==> src/rtl/calc_pkg.sv <==
// Shared definitions for the calculator: ALU one-hot op codes, request op
// encoding and the ALU driver's state encoding.
package calc_pkg;

  localparam logic [3:0] ALU_ADD  = 4'b1000;
  localparam logic [3:0] ALU_SUB  = 4'b0100;
  localparam logic [3:0] ALU_MUL  = 4'b0010;
  localparam logic [3:0] ALU_DIV  = 4'b0001;
  localparam logic [3:0] ALU_STOP = 4'b0000;

  typedef enum logic [1:0] {
    OP_ADD = 2'd0,
    OP_SUB = 2'd1,
    OP_MUL = 2'd2,
    OP_DIV = 2'd3
  } req_op_t;

  typedef enum logic [2:0] {
    ST_IDLE   = 3'd0,
    ST_ISSUE  = 3'd1,
    ST_SETTLE = 3'd2,
    ST_RUN    = 3'd3,
    ST_RESP   = 3'd4
  } state_t;

  function automatic logic [3:0] op_onehot(input req_op_t op);
    logic [3:0] code;
    code = ALU_STOP;
    case (op)
      OP_ADD:  code = ALU_ADD;
      OP_SUB:  code = ALU_SUB;
      OP_MUL:  code = ALU_MUL;
      OP_DIV:  code = ALU_DIV;
      default: code = ALU_STOP;
    endcase
    return code;
  endfunction

endpackage

==> src/rtl/calc_alu_driver.sv <==
// Request-side sequencer for the calculator ALU: accepts one request, pulses the
// one-hot op for a single cycle, follows the busy protocol and returns a flagged result.
module calc_alu_driver
  import calc_pkg::*;
#(
  parameter int TIMEOUT = 31
) (
  input  logic       clk,
  input  logic       rst,
  input  logic       req_valid,
  output logic       req_ready,
  input  logic [1:0] req_op,
  input  logic       req_sign,
  input  logic [3:0] req_a,
  input  logic [3:0] req_b,
  output logic [3:0] alu_op,
  output logic       alu_sign,
  output logic [3:0] alu_data1,
  output logic [3:0] alu_data2,
  input  logic       alu_busy,
  input  logic [7:0] alu_o,
  output logic       rsp_valid,
  input  logic       rsp_ready,
  output logic [7:0] rsp_result,
  output logic       rsp_ovf,
  output logic       rsp_div0,
  output logic       rsp_err
);

  localparam int CW = (TIMEOUT < 2) ? 1 : $clog2(TIMEOUT + 1);

  state_t        state;
  req_op_t       op_q;
  logic          sign_q;
  logic [3:0]    a_q;
  logic [3:0]    b_q;
  logic [CW-1:0] cnt;
  logic [7:0]    result_q;
  logic          ovf_q;
  logic          div0_q;
  logic          err_q;

  logic       is_multi;
  logic [3:0] b_eff;
  logic       add_ovf;
  logic       timed_out;
  logic       first_run;

  // The ALU may still be draining after a reset, so new work waits for busy low.
  assign req_ready = (state == ST_IDLE) && !alu_busy;
  assign alu_op    = (state == ST_ISSUE) ? op_onehot(op_q) : ALU_STOP;
  assign alu_sign  = sign_q;
  assign alu_data1 = a_q;
  assign alu_data2 = b_q;

  assign rsp_valid  = (state == ST_RESP);
  assign rsp_result = result_q;
  assign rsp_ovf    = ovf_q;
  assign rsp_div0   = div0_q;
  assign rsp_err    = err_q;

  assign is_multi  = (op_q == OP_MUL) || (op_q == OP_DIV);
  assign b_eff     = (op_q == OP_SUB) ? ~b_q : b_q;
  assign add_ovf   = sign_q && (a_q[3] == b_eff[3]) && (alu_o[3] != a_q[3]);
  assign timed_out = (cnt == CW'(TIMEOUT - 1));
  assign first_run = (cnt == '0);

  always_ff @(posedge clk or negedge rst) begin
    if (!rst) begin
      state    <= ST_IDLE;
      op_q     <= OP_ADD;
      sign_q   <= 1'b0;
      a_q      <= 4'h0;
      b_q      <= 4'h0;
      cnt      <= '0;
      result_q <= 8'h00;
      ovf_q    <= 1'b0;
      div0_q   <= 1'b0;
      err_q    <= 1'b0;
    end else begin
      case (state)
        ST_IDLE: begin
          if (req_valid && req_ready) begin
            op_q   <= req_op_t'(req_op);
            sign_q <= req_sign;
            a_q    <= req_a;
            b_q    <= req_b;
            state  <= ST_ISSUE;
          end
        end
        ST_ISSUE: begin
          cnt   <= '0;
          state <= is_multi ? ST_RUN : ST_SETTLE;
        end
        ST_SETTLE: begin
          // Upper ALU bits are left over from earlier ops for add/sub.
          result_q <= {3'b000, alu_o[4:0]};
          ovf_q    <= add_ovf;
          state    <= ST_RESP;
        end
        ST_RUN: begin
          if (!alu_busy) begin
            if (first_run) begin
              err_q    <= 1'b1;
              result_q <= 8'h00;
            end else if ((op_q == OP_DIV) && (b_q == 4'h0)) begin
              div0_q   <= 1'b1;
              result_q <= 8'h00;
            end else begin
              result_q <= alu_o;
            end
            state <= ST_RESP;
          end else if (timed_out) begin
            err_q    <= 1'b1;
            result_q <= 8'h00;
            state    <= ST_RESP;
          end else begin
            cnt <= cnt + CW'(1);
          end
        end
        ST_RESP: begin
          if (rsp_ready) begin
            ovf_q  <= 1'b0;
            div0_q <= 1'b0;
            err_q  <= 1'b0;
            state  <= ST_IDLE;
          end
        end
        default: state <= ST_IDLE;
      endcase
    end
  end

endmodule

==> config.mk <==
export PLATFORM = sky130hd
export DESIGN_NAME = calc_alu_driver
export DESIGN_NICKNAME = d
export VERILOG_FILES = /design/src/rtl/calc_pkg.sv /design/src/rtl/calc_alu_driver.sv
export SDC_FILE = /design/constraint.sdc
export NUM_CORES = 1
export LEC_CHECK = 0
export ABC_CLOCK_PERIOD_IN_PS = 1500
export CORE_MARGIN = 2
export CORE_UTILIZATION = 35
export CTS_BUF_LIST = sky130_fd_sc_hd__clkbuf_16
export DETAILED_ROUTE_END_ITERATION = 16
export PLACE_DENSITY = 0.67
export SYNTH_ARGS = -nofsm -noshare
export SYNTH_HDL_FRONTEND = slang
export SYNTH_SLANG_ARGS = --single-unit
==> constraint.sdc <==
create_clock -name clk -period 1.5 [get_ports clk]
set_input_delay 0.3 -clock clk [delete_from_list [all_inputs] [get_ports clk]]
set_output_delay 0.3 -clock clk [all_outputs]
set_load 0.02 [all_outputs]
==> flow_results.org <==
** Place
- At the end of routability-driven placement, the weighted congestion stood at slightly above 0.8.
- In this run the cell area measured after placement is ~0.0022 mm².
- Setup slack after placement :: -392 ps
- DPL Wire Length :: 2.74 mm
- Number of input and output port buffers inserted :: about 50

** Synth
- EDFF count, synth :: 0
- Proportion of synthesized chip area in sequential cells :: between 50% and 60%
- Warnings from Yosys :: 0
- Cell area after synthesis :: ~0.0015 mm²
- Counting flops with an async set or reset pin after synthesis yields a share of between 90% and 100%.
- Total nets after synthesis :: around 150
- Synthesis inferred 30 register bits.
- Main synth FF type :: dfrtp_1
- Synthesis handed over a netlist of about 130 instances.
- Average cell area after synthesis :: 11.7 µm²
- The number of different library cells used by synthesis comes to 34.

** Cells and area
- Area growth from synthesis to final layout :: 76.3%
- The final layout contains 242 nets.
- Cells fill ~64% of the core in the end.
- The repair_antennas step left the layout with diodes totalling 0.
- In the layout the commonest cells are buf_4, dfrtp_1, clkdlybuf4s50_1.
- The library cell used most frequently in the layout, excluding fill and tap cells, is buf_4.
- Cells with a size suffix above 1 make up between 40% and 50% of the layout.
- Total of fill cells in the finished design :: ~330
- Post-route cell area :: ~0.0026 mm²

** Setup path
- In this run the worst path has a maximum fanout of 2.
- At the worst endpoint, the arrival time is between 1000 and 1500 ps.
- STA classifies the critical path startpoint as a flop.
- Required time at the worst-slack endpoint :: 1200 ps
- The worst setup path is captured at a primary output.
- Type of the worst setup path :: reg2out

** Timing
- For this run, the top clock speed supported by timing is around 600 MHz.
- The smallest clock period supported by the final layout is computed as ~1600 ps.
- Worst-case clock skew :: roughly 1.9 ps
- Rel. slew slack :: between 70% and 80%
- Final setup slack of the worst path :: -121 ps
- Fraction of the cycle the final worst path needs :: 108%
- Actual slew at the worst max-slew pin :: roughly 400 ps
- Pins over their slew limit :: 0
- RSZ-0062 raised after global routing :: true
- Number of failing setup endpoints in the final timing report :: 14
- The hold violation total from the final report was 0.

** Min path
- In this run the worst hold path is classified as in2async.

** Power
- Dividing total power by cell area gives a power density of 2040 mW/mm².
- The worst-case IR drop observed on VDD is between 1 and 1.5 mV.
- Reported leakage power :: 1.24 nW

** Clock tree
- The clock net in this run drives a total of 30 sinks.
- Clock network latency to the later pin of the worst-skew pair :: approximately 280 ps
- TritonCTS buffer count :: 5
- Number of buffers on the longest clock path :: 2
- Clock tree from TritonCTS :: yes
- Buffers inserted to repair hold after CTS numbered 0.
- Clock slew at reported path FFs :: 50 ps
- The clock tree synthesis step divided the H-tree into 2 levels.
- CTS placed an instance of clkbuf_16 at the clock tree root.

** Global routing
- Antenna violations before repair :: 0
- After global routing the overflow that remains totals 0.
- Vias in the first global route :: approximately 1300
- Entering global routing, the biggest net connects 31 pins.
- Busiest metal layer after global routing :: met2
- GR Util All Layers :: 18.7%
- The first global-routing pass estimated between 6 and 7 mm of wire.
- Met1 layer usage reported by global route :: between 20% and 30%
- Met2 Resource Use GR :: about 32%
- GR met3 Demand/Resource :: approximately 6.3%

** Floorplan
- Starting density of the core :: 36.4%
- Die Outline Area :: around 0.0047 mm²
- The initialized floorplan defines 23 standard-cell rows.
- Std-Cell Core Area :: about 0.0040 mm²
- Die Y-Extent :: 68.7 µm
- 50 I/O pins were placed.
- Chip Width :: ~69 µm

** Drt
- Total via count in the routed design :: ~1300
- In this run, the number of DRC markers left after iteration 0 of detailed routing was 56.
- Vias per std cell :: approximately 5.0
- In the final routed layout, each cell accounts on average for ~16 µm.
- Summed over all layers, the routed wires come to about 4.3 mm.
- The detail route stage leaves a number of antenna-violating nets equal to 0.
- Pre-antenna DRT Iters :: 4
- After detailed routing, the number of remaining DRC violations is 0.

** Run status
- Run status :: complete, but fails checks
- The checks that failed: negative setup slack.

** Flow run
- The tool flagged a number of max-cap violations equal to 0.
-- worst max-delay path, cell delays in order, from the launching register on --
cell and delay (ps):
dfrtp_1 380, nand2b_4 150, or2_4 230, nor3_2 120, buf_4 170
-- cell usage after synthesis (all sizes together), types with 2 or more instances --
cell type | n | area (µm²)
nand2 | 12 | 45.0
nor4 | 2 | 12.5
dfrtp | 30 | 751
ha | 3 | 37.5
nand2b | 2 | 20.0
nor2b | 3 | 18.8
mux2 | 11 | 124
nand4 | 3 | 18.8
buf | 5 | 45.0
a21oi | 5 | 25.0
o21ai | 4 | 20.0
o31ai | 3 | 36.3
or2 | 3 | 18.8
a22o | 8 | 70.1
nor2 | 6 | 30.0
a31oi | 2 | 12.5
and3 | 2 | 12.5
inv | 6 | 22.5
nor3 | 3 | 20.0
mux2i | 4 | 40.0
-- final cells by class --
type                    instances  area, µm²  area share (%)
repair buffers                 87        810            31.3
multi-input cells              85        800            30.9
flip-flops and latches         30        753            29.1
clock buffers                   5        125            4.84
well taps                      50       62.6            2.42
inverters                       6       22.5           0.871
clock inverters                 3       12.5           0.484
-- power by group --
part | switching, mW | internal [mW]
Clock | 0.349 | 0.598
Sequential | 0.257 | 1.14
Combinational | 1.38 | 1.55
-- registers in the layout (all words and copies together), names as in the netlist, 2 cells and up --
register,cells
alu_data2,4
state,3
rsp_result,8
op_q,2
cnt,5
alu_data1,4
-- logic make-up after synthesis --
kind of cell | share of synthesized area [%]
flip-flops | 51.2
AND/OR/NAND/NOR | 17.0
adder cells (fa/ha/maj) | 2.56
buffers and inverters | 4.61
AO/OA/AOI/OAI | 12.9
multiplexers | 11.2
XOR/XNOR | 0.597
-- metrics by stage --
stage / total power [mW] / std cells / setup TNS [ps] / hold slack (ps)
detailed placement: 3.81 / 240 / -7410 / 491
global route: 5.59 / 266 / -2000 / 452
finish: 5.28 / 266 / -838 / 412
CTS: 5.00 / 258 / -1280 / 424
floorplan: 2.73 / 125 / -33.6 / 4.41
global placement: 3.74 / 240 / -6980 / 491
-- worst paths after layout --
| kind | start | slack, ps | cells after the start | end |
|---|---|---|---|---|
| hold reg to reg | rsp_result[3] | 500 | 1 | rsp_result[3] |
| setup / recovery | state[2] | -120 | 4 | alu_op[3] |
| hold / removal | rst | 410 | 2 | alu_data1[3] |
| setup reg to reg | cnt[0] | -70 | 7 | rsp_result[2] |
| min in group clk | rsp_result[3] | 500 | 1 | rsp_result[3] |
| max in group asynchronous | rst | 780 | 2 | state[0] |
-- per-layer routing --
layer | wire length, µm | up-vias
li1 | - | 634
met3 | 180 | 8
met5 | 0 | -
met1 | 1600 | 654
met4 | 82 | 0
met2 | 2410 | 43
-- what timing repair did --
| action | in CTS | in global routing |
|---|---|---|
| resized for setup | 76 | 19 |
| buffers inserted | 9 | 8 |
| setup endpoints to repair | 49 | 33 |
| gates cloned | 1 | 1 |
| pin swaps | 18 | 13 |
| endpoints found under the hold margin | 0 | 0 |
Note: power is estimated with default switching activity, not from simulation.
